==> config.mk <==
export PLATFORM = sky130hd
export DESIGN_NAME = pwm_level_decoder
export DESIGN_NICKNAME = d
export VERILOG_FILES = /design/src/rtl/pwm_level_decoder.sv
export SDC_FILE = /design/constraint.sdc
export NUM_CORES = 1
export LEC_CHECK = 0
export BUFFER_PORTS_ARGS = -buffer_cell sky130_fd_sc_hd__buf_2
export CAP_MARGIN = 30
export CORE_ASPECT_RATIO = 0.7
export CORE_MARGIN = 3
export CORE_UTILIZATION = 40
export DETAILED_ROUTE_END_ITERATION = 12
export GPL_ROUTABILITY_DRIVEN = 1
export GPL_TIMING_DRIVEN = 0
export HOLD_SLACK_MARGIN = 0.1
export MAX_ROUTING_LAYER = met4
export PLACE_DENSITY = 0.66
export SLEW_MARGIN = 20
export SYNTH_ARGS = -nofsm -noshare
export SYNTH_HDL_FRONTEND = slang
export SYNTH_SLANG_ARGS = --single-unit
export TNS_END_PERCENT = 100
==> constraint.sdc <==
create_clock -name clk -period 7 [get_ports clk]
set_input_delay 1.05 -clock clk [delete_from_list [all_inputs] [get_ports clk]]
set_output_delay 1.05 -clock clk [all_outputs]
set_load 0.05 [all_outputs]
==> src/rtl/pwm_level_decoder.sv <==
// Fan power PWM receiver: measures high time and period of the synchronised line,
// divides to a duty percentage and classifies it into the fan power level / LED code.
module pwm_level_decoder #(
    parameter int unsigned CNT_W          = 24,
    parameter int unsigned TIMEOUT_CYCLES = 4000000,
    parameter int unsigned TH_LOW         = 1,
    parameter int unsigned TH_MID         = 15,
    parameter int unsigned TH_HIGH        = 25
) (
    input  logic       clk,
    input  logic       reset_p,
    input  logic       pwm_in,
    output logic [6:0] duty_pc,
    output logic [1:0] level,
    output logic [2:0] led_level,
    output logic       valid,
    output logic       busy,
    output logic       stuck
);

    localparam int unsigned      DW        = CNT_W + 7;
    localparam logic [CNT_W-1:0] CNT_MAX   = '1;
    localparam logic [CNT_W-1:0] CNT_ONE   = CNT_W'(1);
    localparam logic [CNT_W-1:0] TIMEOUT_C = CNT_W'(TIMEOUT_CYCLES);

    typedef enum logic [1:0] {
        ARM     = 2'd0,
        MEASURE = 2'd1,
        DIVIDE  = 2'd2
    } state_t;

    state_t state_q, state_d;

    logic             sync_1, pwm_s, pwm_d, rise;
    logic [CNT_W-1:0] per_cnt, hi_cnt;
    logic [DW-1:0]    hi_ext, dividend;
    logic [DW-1:0]    rem_q, div_q;
    logic [6:0]       quo_q, quo_clamped;
    logic [2:0]       iter_q;
    logic             done_q;
    logic             rem_ge, last_iter, capture, timeout;
    logic [1:0]       level_d;
    logic [2:0]       led_d;

    assign rise      = pwm_s & ~pwm_d;
    assign hi_ext    = DW'(hi_cnt);
    assign dividend  = (hi_ext << 6) + (hi_ext << 5) + (hi_ext << 2);
    assign rem_ge    = (rem_q >= div_q);
    assign capture   = rise && (state_q == MEASURE);
    assign last_iter = (state_q == DIVIDE) && (iter_q == 3'd6);
    assign timeout   = (state_q != DIVIDE) && !rise && (per_cnt == TIMEOUT_C);
    assign busy      = (state_q == DIVIDE);

    always_ff @(posedge clk or posedge reset_p) begin
        if (reset_p) begin
            sync_1 <= 1'b0;
            pwm_s  <= 1'b0;
            pwm_d  <= 1'b0;
        end else begin
            sync_1 <= pwm_in;
            pwm_s  <= sync_1;
            pwm_d  <= pwm_s;
        end
    end

    // The rise cycle itself is the first cycle (and first high cycle) of the new window.
    always_ff @(posedge clk or posedge reset_p) begin
        if (reset_p) begin
            per_cnt <= '0;
            hi_cnt  <= '0;
        end else if (rise) begin
            per_cnt <= CNT_ONE;
            hi_cnt  <= CNT_ONE;
        end else begin
            if (per_cnt != CNT_MAX) per_cnt <= per_cnt + CNT_ONE;
            if (pwm_s && (hi_cnt != CNT_MAX)) hi_cnt <= hi_cnt + CNT_ONE;
        end
    end

    always_ff @(posedge clk or posedge reset_p) begin
        if (reset_p) state_q <= ARM;
        else         state_q <= state_d;
    end

    always_comb begin
        state_d = state_q;
        case (state_q)
            ARM:     if (rise) state_d = MEASURE;
            MEASURE: if (rise) state_d = DIVIDE;
                     else if (timeout) state_d = ARM;
            DIVIDE:  if (last_iter) state_d = MEASURE;
            default: state_d = ARM;
        endcase
    end

    // Quotient never exceeds 100, so trial-subtracting per_cap<<6 .. per_cap<<0 suffices.
    always_ff @(posedge clk or posedge reset_p) begin
        if (reset_p) begin
            rem_q  <= '0;
            div_q  <= '0;
            quo_q  <= '0;
            iter_q <= '0;
            done_q <= 1'b0;
        end else begin
            done_q <= last_iter;
            if (capture) begin
                rem_q  <= dividend;
                div_q  <= DW'(per_cnt) << 6;
                quo_q  <= '0;
                iter_q <= '0;
            end else if (state_q == DIVIDE) begin
                if (rem_ge) rem_q <= rem_q - div_q;
                quo_q  <= {quo_q[5:0], rem_ge};
                div_q  <= div_q >> 1;
                iter_q <= iter_q + 3'd1;
            end
        end
    end

    always_comb begin
        quo_clamped = (quo_q > 7'd100) ? 7'd100 : quo_q;
        if (32'(quo_clamped) < TH_LOW)       level_d = 2'b00;
        else if (32'(quo_clamped) < TH_MID)  level_d = 2'b01;
        else if (32'(quo_clamped) < TH_HIGH) level_d = 2'b10;
        else                                 level_d = 2'b11;
        case (level_d)
            2'b00:   led_d = 3'b000;
            2'b01:   led_d = 3'b001;
            2'b10:   led_d = 3'b010;
            default: led_d = 3'b100;
        endcase
    end

    always_ff @(posedge clk or posedge reset_p) begin
        if (reset_p) begin
            duty_pc   <= '0;
            level     <= '0;
            led_level <= '0;
            valid     <= 1'b0;
            stuck     <= 1'b0;
        end else if (done_q) begin
            duty_pc   <= quo_clamped;
            level     <= level_d;
            led_level <= led_d;
            valid     <= 1'b1;
            stuck     <= 1'b0;
        end else if (timeout) begin
            duty_pc   <= pwm_s ? 7'd100 : 7'd0;
            level     <= pwm_s ? 2'b11 : 2'b00;
            led_level <= pwm_s ? 3'b100 : 3'b000;
            valid     <= 1'b1;
            stuck     <= 1'b1;
        end else begin
            valid     <= 1'b0;
        end
    end

endmodule

==> results by stage, run 1 <==
Worst setup path:
- The required time of the critical path is 7.28 ns.
- The largest fanout on the critical path is 10.
- STA classifies the critical path startpoint as a register.
- At the worst endpoint, the arrival time is roughly 4.5 ns.
- The element type at the critical path end is a register.
- The critical setup path kind is reg -> reg.
- In this run the register-to-register setup slack is 2.80 ns.
- In this run the worst setup path begins at div_q[24]$_DFFE_PP0P_.
- The worst register-to-register path begins at div_q[24]$_DFFE_PP0P_.

Power:
- The switching power share of the total is between 40% and 50%.
- IR analysis of the VDD net gives a maximum drop of around 0.3 mV.
- Power comes to 3.95 mW.
- The internal power contribution is 2.19 mW.
- The combinational share of power is about half.
- In this run, the clock network consumes a little under a quarter of the power.
- Summed over all cells, the static leakage comes to 5.07 nW.
- The switching power is 1.75 mW.
- Of the total power, registers draw 28.4%.
- In this run the power density over the cells is 358 mW/mm^2.

Worst hold path:
- The class of the tightest hold or removal check is reg -> reg.
- The startpoint identified for the worst hold timing path is sync_1$_DFF_PP0_.

Detailed routing:
- Using the TritonRoute via totals, the vias-per-cell ratio works out to between 5 and 6.
- The first TritonRoute pass finished after 5 iterations.
- After the first detailed-routing iteration, the DRC count stood at 771.
- The routed length per instance is between 15 and 20 um.
- The remaining antenna violation count after routing is 0.
- In the routed design, unresolved DRC markers number 0.
- The total routed wirelength is around 27000 um.
- Across all layers, the routed design uses 8564 vias.

Status:
- The run finished with clean final reports.

STA:
- The slack of the critical path is about 2.8 ns.
- Setup repair after global routing left no endpoint under its margin.
- In the finished design, the share of the clock period the worst path needs comes to 59.9%.
- The sum of negative setup slack is 0 ns.
- The post-route worst hold slack is 0.359 ns.
- The minimum clock period is about 4.2 ns.
- The headroom to the max-slew limit is roughly 14%.
- The achievable clock frequency is about 240 MHz.
- The final hold violation count is 0.
- At the pin with the least slew margin, the transition time is about 1.3 ns.
- The setup skew after layout is 0.00877 ns.
- The number of failing setup endpoints in the final timing report is 0.
- The number of pins exceeding their max-slew limit in the final report is 0.

Die:
- The die covers between 0.02 and 0.03 mm^2.
- The top-level port count is 18.
- The height of the die is 138 um.
- The row count is 47.
- The floorplan step defined a core boundary enclosing 0.0240 mm^2.
- The initial standard-cell utilization of the core is 41.3%.
- The width of the chip is 194 um.

Logic synthesis:
- The number of distinct library cell variants in the gate-level netlist after synthesis is 68.
- The biggest area consumer among synthesized cells is dfrtp_1.
- The synthesized design contains 139 register bits.
- In the post-synthesis netlist, the biggest area contributors are dfrtp_1, ha_1, nand2_1, fa_1, nor2_1.
- The per-instance average area after synthesis is a little under 9 um^2.
- The net count after synthesis is about 1200.
- The area fraction of the dominant cell type after synthesis is 35.1%.
- The most frequently used cell type in the post-synthesis netlist is nand2_1.
- The instance count of the mapped netlist is 1134.
- After synthesis the cells add up to 0.00990 mm^2.
- The number of enable flip-flop cells after synthesis is 0.
- For this run, the number of Yosys warnings is 0.
- Sequential cells were found to cover 35.1% of the synthesized design area.
- Among all flip-flop cells after synthesis, the most frequent one is dfrtp_1.
- The post-synthesis async set-or-reset flop share is 100%.
- The commonest cells after synthesis are nand2_1, dfrtp_1, nor2_1, ha_1, o21ai_0.

Final layout:
- The area growth from synthesis to layout is 11.2%.
- The fraction of layout instances using a drive strength above 1 is 5.99%.
- The filler cells instantiated in the layout total 2375.
- After routing the design area is 0.0110 mm^2.
- The number of nets at the end of the flow is 1279.
- The repair_antennas step left the layout with diodes totalling 0.

Placement:
- Routability-driven placement finished with a final weighted congestion of just under 1.
- OpenSTA, run right after detailed placement, puts the worst setup slack at 3.13 ns.
- The count of buffers added on input and output ports is 17.
- The post-DP HPWL is around 20000 um.
- The cell area after placement is 0.0104 mm^2.

Clock tree:
- The clock tree root driver cell is clkbuf_16.
- In this run the number of H-tree levels came out at 4.
- The CTS tree is done.
- The count of hold-fix buffers inserted at cts is 0.
- After clock tree synthesis, the clock-pin slew on the worst setup and hold paths is 0.06 ns.
- After clock tree synthesis, the setup repair step added 0 buffers.
- The clock net in this run drives a total of approximately 140 sinks.
- TritonCTS created 17 clock buffers.
- Once the clock tree was built, the resizer swapped 0 gates to a different size.
- The number of buffers on the longest clock path is 2.
- The insertion delay to the later sink of the worst-skew pair is ~0.44 ns.

GRT:
- Summed over all layers, the global routing overflow is 0.
- The initial antenna violation count is 0.
- Entering global routing, the biggest net connects 74 pins.
- The global-route total usage across every layer is 21.1%.
- The number of global-route vias before repair is about 7900.
- The first global-routing pass estimated about 43000 um of wire.

Run:
- The tool flagged a number of max-cap violations equal to 0.
layout make-up:
class	instances	area, um^2	share of cell area (%)
multi-input cells	892	6010	54.6
clock buffers	19	453	4.11
clock inverters	13	133	1.20
well taps	318	398	3.61
inverters	57	221	2.01
plain buffers	46	199	1.81
flip-flops and latches	139	3480	31.6
repair buffers	19	120	1.09
routing by layer:
metal	wire length, um	GRT usage, %
met4	268	4.42
met5	0	-
met3	2010	4.84
met2	10300	27.5
met1	14000	32.6
registers in the layout, indices dropped and copies added (netlist names):
signal and flops:
rem_q 31, stuck 1, hi_cnt 24, per_cnt 24
sync_1 1, pwm_s 1, duty_pc 7, iter_q 3
div_q 30, valid 1, state_q 2, pwm_d 1
done_q 1, led_level 3, level 2, quo_q 7
logic make-up after synthesis:
logic type      Yosys count  share of synthesized area (%)
simple gates            427                           20.0
xor+xnor                 73                           6.46
compound gates          275                           18.1
mux                      13                           1.31
flops                   139                           35.1
buf+inv                 103                           4.17
fa+ha+maj               104                           14.8
layout by cell type (no fill, tap or decap), types with 17 or more instances in the layout:
cell	Yosys	final
nor3_1	24	24
o21ai_0	68	68
nand3_1	56	56
nand2_1	148	148
fa_1	22	22
dfrtp_1	139	139
a21oi_1	65	65
clkbuf_16	0	17
xor2_1	38	38
a22oi_1	26	26
buf_2	9	26
xnor2_1	35	35
a31oi_1	20	20
clkbuf_1	34	34
nor2_1	112	112
inv_1	57	56
ha_1	82	82
power by group through the flow:
stage / clock network, mW / logic [mW] / registers, mW
finish: 0.909 / 1.92 / 1.12
global route: 0.963 / 2.12 / 1.14
CTS: 0.926 / 1.89 / 1.12
detailed placement: 0 / 1.88 / 1.13
global placement: 0 / 1.84 / 1.13
floorplan: 0 / 1.40 / 1.13
per-stage QoR:
| stage | std cells | utilization, % |
|---|---|---|
| after floorplan | 1134 | - |
| after global placement | 1469 | 43.3 |
| after detailed placement | 1470 | 43.4 |
| after CTS | 1502 | 45.9 |
| after global routing | 1503 | 45.9 |
| final | 1503 | 45.9 |
final timing paths:
| kind | to | cells past startpoint |
|---|---|---|
| setup reg to reg | rem_q[15]$_DFFE_PP0P_ | 11 |
| max in group asynchronous | div_q[6]$_DFFE_PP0P_ | 3 |
| hold / removal | pwm_s$_DFF_PP0_ | 0 |
| hold reg to reg | pwm_s$_DFF_PP0_ | 0 |
| setup / recovery | rem_q[15]$_DFFE_PP0P_ | 11 |
| min in group asynchronous | per_cnt[21]$_DFFE_PP0P_ | 2 |
worst max-delay path, stage by stage (launching register included):
cell and delay (ns):
dfrtp_1 0.37, inv_1 0.06, ha_1 0.41, nand4_1 0.46
nor4_1 1.17, a311oi_1 0.26, nor3b_1 0.25, o31a_1 0.27
nor2_1 0.22, buf_2 0.28, a21oi_1 0.19, a22oi_1 0.09
Note: power is estimated with default switching activity, not from simulation.
==> run 2: changes to the inputs <==
==> constraint.sdc (replaced) <==
create_clock -name clk -period 4.14 [get_ports clk]
set_input_delay 0.621 -clock clk [delete_from_list [all_inputs] [get_ports clk]]
set_output_delay 0.621 -clock clk [all_outputs]
set_load 0.05 [all_outputs]
==> run 2 against run 1 <==
  * Sequential cell count unchanged
  * Critical endpoint is now rem_q[30]$_DFFE_PP0P_
  * Register-to-register slack got worse by 2.5 ns
  * Maximum frequency increased by 11%
==> results by stage, run 2 (synthesized netlist as in run 1, its figures left out) <==
Status:
- The flow ran to the end, and the final reports show no timing, DRC or antenna violations.

Detailed routing:
- The total routed wirelength is 26600 um.
- After detailed routing, the met2 layer carries 9990 um of wire.
- The highest metal layer used by the detailed router is met4.
- The length of the first detailed-routing pass in iterations is 6.
- In the final routed layout, each cell accounts on average for 17.7 um.
- The wire length on met3 is about 1900 um.
- After detailed routing, the number of remaining DRC violations is 0.
- The total number of vias is roughly 8600.
- The remaining antenna violation count after routing is 0.
- The DRC violation total after the first TritonRoute iteration is around 640.
- Dividing the detail-routed via count by the number of cells gives 5.69.
- In the final routing, the length of wire on met1 measures 14400 um.

Clock tree:
- The number of clock buffers inserted by TritonCTS is 17.
- The clock tree root driver cell is clkbuf_16.
- The H-tree level count is 4.
- TritonCTS built the clock tree.
- The buffers inserted during post-CTS setup optimization is 0.
- At the later pin of the worst-skew pair, clock insertion delay measures 0.44 ns.
- CTS saw around 140 sinks.
- The number of buffers on the longest clock path is 2.
- The CTS clock-pin slew for the worst setup and hold paths is 0.06 ns.

Final layout:
- rem_q holds more flip-flops than any other register.
- Relative to the synthesized area, the layout overhead comes to 12.2%.
- The most common library cell in the layout ignoring fill and taps is nand2_1.
- The largest registers in the layout are rem_q: 31 flops, div_q: 30 flops.
- The flip-flop count of the largest register, all copies and words added is 31.
- The number of nets at the end of the flow is 1284.
- The fraction of layout instances using a drive strength above 1 is 6.14%.
- The library cells used most frequently in the layout, excluding fill and tap cells, are nand2_1, dfrtp_1, nor2_1.
- Once layout is complete, the cells apart from fillers number approximately 1500.

STA:
- The headroom to the max-slew limit is around two fifths.
- Timing would allow up to 264 MHz.
- After routing, the total negative slack on setup checks comes to 0 ns.
- The number of pins exceeding their max-slew limit in the final report is 0.
- For the finished layout, the period the worst path requires is roughly 3.8 ns.
- Setup violations remaining at the end of the flow were counted as 0.
- The slew at the pin closest to its max-slew limit is 0.879 ns.
- The slack of the critical path is 0.345 ns.
- The clock arrives with 0.0113 ns of skew.
- Setup repair after global routing left no endpoint under its margin.
- The final hold violation count is 0.
- The part of the cycle the worst path needs is about nine tenths.

Die:
- The row count is 47.
- The floorplan step set the die height to 138 um.
- The area of the die is 0.0267 mm^2.
- The die is 194 um wide.
- Once the floorplan was initialized, standard cells occupied 41.3% of the core.
- During I/O placement, the number of pins put on the boundary was 18.
- The core region is 0.0240 mm^2.

Worst setup path:
- The startpoint type of the worst setup path is a register.
- The critical path is of the reg -> reg type.
- Data on the critical path is required at its endpoint by 4.43 ns.
- The end of the worst register-to-register path is rem_q[30]$_DFFE_PP0P_.
- The worst reg2reg path depth is 11.
- The element type at the critical path end is a register.
- In this run the critical register-to-register path is launched from hi_cnt[4]$_DFFE_PP0P_.
- The flop-to-flop setup slack is 0.35 ns.
- The largest fanout on the critical path is 6.
- The signal arrival time at the worst endpoint is 4.08 ns.

GRT:
- The first global-routing pass estimated 43000 um of wire.
- Entering global routing, the biggest net connects 34 pins.
- The number of global-route vias before repair is 7950.
- The initial antenna violation count is 1.
- The global-route total usage across every layer is 21.1%.
- Global routing finished with a remaining overflow of 0.

Run:
- The max-capacitance violation count is 0.

Power:
- The worst supply voltage drop on vdd is 0.472 mV.
- The total power per unit cell area is 609 mW/mm^2.
- The reported leakage power is a little over 5 nW.
- Cell internal power was estimated by the tool at between 3 and 4 mW.
- Per report_power, the sequential group accounts for approximately 28% of the total.
- The combinational share of power is between 40% and 50%.
- In this run switching power makes up 43.5% of total power.
- The share of power burned in the clock network is a little under a quarter.
- For this design the total switching power over the nets is slightly below 3 mW.

Placement:
- Once placement completed, the tool counted placed cells totaling 1474.
- The global placement routability congestion is 0.952.
- Detailed placement finished with a half-perimeter wire length of 20700 um.
- The total of buffers placed on input and output ports is 17.
- OpenSTA, run right after detailed placement, puts the worst setup slack at 0.261 ns.

Worst hold path:
- The class of the tightest hold or removal check is in -> async.
-- run 2: cell types whose count changed in the layout (fill, tap and decap cells not counted), moves of 2 or more --
cell	change
clkinv_4	-3
clkbuf_1	+2
clkinvlp_4	+3
buf_12	+5
bufinv_16	+2
inv_6	-5
-- run 2: how the worst max path moves through the flow --
stage	depth (start not counted)	slack (ns)	endpoint	startpoint
6_report	11	0.35	rem_q[30]$_DFFE_PP0P_	hi_cnt[4]$_DFFE_PP0P_
5_1_grt	11	0.04	rem_q[30]$_DFFE_PP0P_	hi_cnt[4]$_DFFE_PP0P_
4_1_cts	11	0.20	rem_q[30]$_DFFE_PP0P_	hi_cnt[4]$_DFFE_PP0P_
3_5_place_dp	11	0.26	rem_q[30]$_DFFE_PP0P_	hi_cnt[4]$_DFFE_PP0P_
3_3_place_gp	11	0.29	rem_q[27]$_DFFE_PP0P_	div_q[24]$_DFFE_PP0P_
2_1_floorplan	11	0.96	rem_q[28]$_DFFE_PP0P_	hi_cnt[4]$_DFFE_PP0P_
-- run 2: area by class of cell --
type                       instances  area [um^2]
multi-input combinational        892         6010
inverter                          57          218
clock buffer                      21          460
timing repair buffer              24          198
fill                            2391        12900
clock inverter                    10          143
antenna                            1         2.50
sequential                       139         3480
tap                              318          398
buffer                            46          199
-- run 2: metrics by stage --
stage / power [mW] / hold WS (ns) / util (%) / instance area, um^2
after floorplan: 4.28 / 0.331 / - / 9910
after global placement: 5.02 / 0.338 / 43.3 / 10400
after detailed placement: 5.10 / 0.336 / 43.7 / 10500
after CTS: 6.72 / 0.230 / 46.2 / 11100
after global routing: 7.21 / 0.250 / 46.3 / 11100
final: 6.77 / 0.240 / 46.3 / 11100
-- run 2: routing by layer --
metal  up-vias  track usage (%)
met5         -                -
met4         0             5.02
met2       247             26.8
met3        23             5.11
met1      4193             32.8
li1       4115                -
-- run 2: repair_timing --
action	CTS	global route
endpoints found under the setup margin	0	2
hold buffers	0	0
resized for setup	0	1
-- run 2: critical path, stage by stage (launching register included) --
cell	delay (ns)
dfrtp_1	0.50
fa_1	0.52
ha_1	0.26
fa_1	0.43
a211oi_1	0.25
nor2_1	0.12
o21ai_1	0.34
o211ai_1	0.25
nand3_1	0.27
o21ai_0	0.17
o41ai_1	0.45
a31oi_1	0.07
-- run 2: power by group through the flow --
| stage | Sequential [mW] | Clock (mW) | Combinational, mW |
|---|---|---|---|
| after CTS | 1.88 | 1.61 | 3.22 |
| after floorplan | 1.91 | 0 | 2.37 |
| after detailed placement | 1.91 | 0 | 3.19 |
| final | 1.89 | 1.59 | 3.30 |
| after global placement | 1.90 | 0 | 3.12 |
| after global routing | 1.92 | 1.67 | 3.62 |
==> run 3: changes to the inputs <==
--- a/config.mk
+++ b/config.mk
@@ -6,9 +6,8 @@
 export NUM_CORES = 1
 export LEC_CHECK = 0
 export BUFFER_PORTS_ARGS = -buffer_cell sky130_fd_sc_hd__buf_2
-export CAP_MARGIN = 30
 export CORE_ASPECT_RATIO = 0.7
-export CORE_MARGIN = 3
+export CORE_MARGIN = 10
 export CORE_UTILIZATION = 40
 export DETAILED_ROUTE_END_ITERATION = 12
 export GPL_ROUTABILITY_DRIVEN = 1
@@ -16,6 +15,7 @@
 export HOLD_SLACK_MARGIN = 0.1
 export MAX_ROUTING_LAYER = met4
 export PLACE_DENSITY = 0.66
+export SKIP_LAST_GASP = 1
 export SLEW_MARGIN = 20
 export SYNTH_ARGS = -nofsm -noshare
 export SYNTH_HDL_FRONTEND = slang
==> run 3 against run 2 <==
  * Sequential cell count unchanged
  * Largest cell class unchanged
  * First-iteration DRC count up 25%
  * Combinational power barely moved
==> results by stage, run 3 (synthesized netlist as in run 1, its figures left out) <==
STA:
- The achievable clock frequency is approximately 240 MHz.
- Setup repair after global routing left no endpoint under its margin.
- The number of pins exceeding their max-slew limit in the final report is 0.
- For the final database, setup skew stands at 0.00838 ns.
- The worst path needs 4.10 ns of the cycle, external delays included.
- The slack of the critical path is 0.0430 ns.
- Dividing the final minimum period by the clock period gives 99.0%.
- The final hold violation count is 0.
- The worst pin sits at a relative slew slack of ~18%.
- The sum of negative setup slack is 0 ns.
- The number of failing setup endpoints in the final timing report is 0.
- For the pin with the worst max-slew slack, the measured transition is roughly 1.2 ns.

Worst setup path:
- For this run, the slowest stage of the critical path takes 1.13 ns.
- Following the worst setup path forward leads to its endpoint at rem_q[18]$_DFFE_PP0P_.
- The launching instance or port of the critical path is div_q[23]$_DFFE_PP0P_.
- The startpoint type of the worst setup path is a register.
- The worst reg2reg path depth is 11.
- The signal arrival time at the worst endpoint is between 4 and 5 ns.
- The element type at the critical path end is a register.
- Data on the critical path is required at its endpoint by 4.42 ns.
- Traced cell by cell, the critical path runs through inv_1 > ha_1 > nand4_1 > nor4_1 > a311oi_1 > nor3b_1 > o31a_1 > nor2_1 > buf_2 > a21oi_1 > a22oi_1.
- The worst register-to-register path begins at div_q[23]$_DFFE_PP0P_.
- The flop-to-flop setup slack is 0.04 ns.
- For this design, the slowest cell found on the critical path is nor4_1.
- The largest fanout on the critical path is 10.
- The end of the worst register-to-register path is rem_q[18]$_DFFE_PP0P_.
- The critical setup path kind is reg -> reg.

Final layout:
- The utilization after layout is between 40% and 50%.
- Registers take 0.00348 mm^2.
- The register ranked first by flip-flop count is rem_q.
- The largest registers in the layout are rem_q: 31 flops, div_q: 30 flops.
- The fraction of layout instances using a drive strength above 1 is roughly 6.2%.
- The antenna diode count is 0.
- The flip-flop count of the largest register, all copies and words added is 31.
- The total of fill cells in the finished design is 2392.
- The most common library cell in the layout ignoring fill and taps is nand2_1.
- The final layout contains 1282 nets.
- In the final layout, the multi-input gates occupy approximately 0.0060 mm^2.
- The number of standard cells in the layout, taps in and fillers out is 1513.
- In the layout the commonest cells are nand2_1, dfrtp_1, nor2_1.
- The area added between synthesis and finish is 12.0%.

Detailed routing:
- In the routed design, unresolved DRC markers number 0.
- The remaining antenna violation count after routing is 0.
- Across all layers, the routed design uses 8521 vias.
- The first detailed-routing pass took 5 iterations.
- The total routed wirelength is between 20000 and 30000 um.
- The per-cell via count in the routed design is 5.63.
- Dividing the detail-routed wire length by the instance count gives about 18 um.
- The DRC violation total after the first TritonRoute iteration is 806.

Power:
- Power spread over the standard cell area amounts to 606 mW/mm^2.
- After layout, the design draws a total of between 6 and 7 mW.
- Summed over all cells, the static leakage comes to 5.10 nW.
- The worst supply voltage drop on vdd is around 0.4 mV.

Clock tree:
- The CTS clock-pin slew for the worst setup and hold paths is 0.07 ns.
- The count of clock tree sinks is 139.
- The CTS tree is done.
- The insertion delay to the later sink of the worst-skew pair is 0.44 ns.
- Buffers inserted during clock tree synthesis total 17.
- The clock passes through at most 2 buffers.
- The clock tree root driver cell is clkbuf_16.
- Buffers inserted to repair hold after CTS numbered 0.
- The H-tree was split into 4 levels.
- Post-CTS repair changed the size of 0 cells.
- The buffers inserted during post-CTS setup optimization is 0.

Die:
- The area of the die is roughly 0.032 mm^2.
- The floorplan step set the die height to 152 um.
- The width of the chip is 208 um.
- For this configuration, the core starts out at a cell density of about two fifths.
- During I/O placement, the number of pins put on the boundary was 18.
- The standard cell core area is 0.0245 mm^2.
- The row count is between 40 and 50.

Run:
- The max-capacitance violation count is 0.

GRT:
- The initial antenna violation count is 0.
- Entering global routing, the biggest net connects 33 pins.
- The first-pass GRT wire length is 43300 um.
- The remaining global-route overflow is 0.
- The number of global-route vias before repair is 8009.
- The global-route total usage across every layer is between 10% and 20%.

Worst hold path:
- The class of the tightest hold or removal check is in -> async.

Placement:
- The post-DP HPWL is 20500 um.
- The worst setup slack before clock tree synthesis is 0.338 ns.
- Routability-driven placement finished with a final weighted congestion of 0.965.
- Buffers placed on the I/O ports in this run total 17.
- The cell count after placement is 1481.

Status:
- The flow ran to the end, and the final reports show no timing, DRC or antenna violations.
[run 3: cell type report]
type	count	share of cell area, %
sequential	139	31.3
clock inverter	15	1.48
timing repair buffer	22	1.74
multi-input combinational	892	54.2
tap	325	3.66
buffer	46	1.79
inverter	57	1.96
clock buffer	17	3.83
[run 3: where the power goes]
part           internal [mW]  leakage [nW]  switching, mW  total, mW
clock                  0.896         0.285          0.670       1.57
combinational           1.21          2.96           2.06       3.27
sequential              1.64          1.86          0.252       1.89
total                   3.74          5.10           2.98       6.73
[run 3: worst min path at each step]
stage                startpoint                   end  slack (ns)  cells after the start
4_1_cts                 reset_p  rem_q[5]$_DFFE_PP0P_        0.20                      2
3_3_place_gp   sync_1$_DFF_PP0_       pwm_s$_DFF_PP0_        0.34                      0
2_1_floorplan  sync_1$_DFF_PP0_       pwm_s$_DFF_PP0_        0.33                      0
3_5_place_dp   sync_1$_DFF_PP0_       pwm_s$_DFF_PP0_        0.35                      0
6_report                reset_p  rem_q[5]$_DFFE_PP0P_        0.20                      2
5_1_grt                 reset_p  rem_q[5]$_DFFE_PP0P_        0.21                      2
[run 3: critical path, delay by kind of cell, from the launching register on]
family / cells / cell delay [ns]
flip-flops: 1 / 0.38
AND/OR/NAND/NOR: 4 / 2.07
buffers and inverters: 2 / 0.34
adder cells (fa/ha/maj): 1 / 0.38
AO/OA/AOI/OAI: 4 / 0.77
[run 3: metal layers]
metal,GRT usage (%),vias up,share of wire (%)
met3,4.24,27,7.3
li1,-,4109,-
met2,22.6,279,38
met5,-,-,0
met4,4.23,0,1.2
met1,26.6,4106,53
[run 3: through the flow]
stage | hold slack (ns) | instance area (um^2)
2_1_floorplan | 0.331 | 9910
3_3_place_gp | 0.344 | 10400
3_5_place_dp | 0.348 | 10500
4_1_cts | 0.196 | 11100
5_1_grt | 0.210 | 11100
6_report | 0.201 | 11100
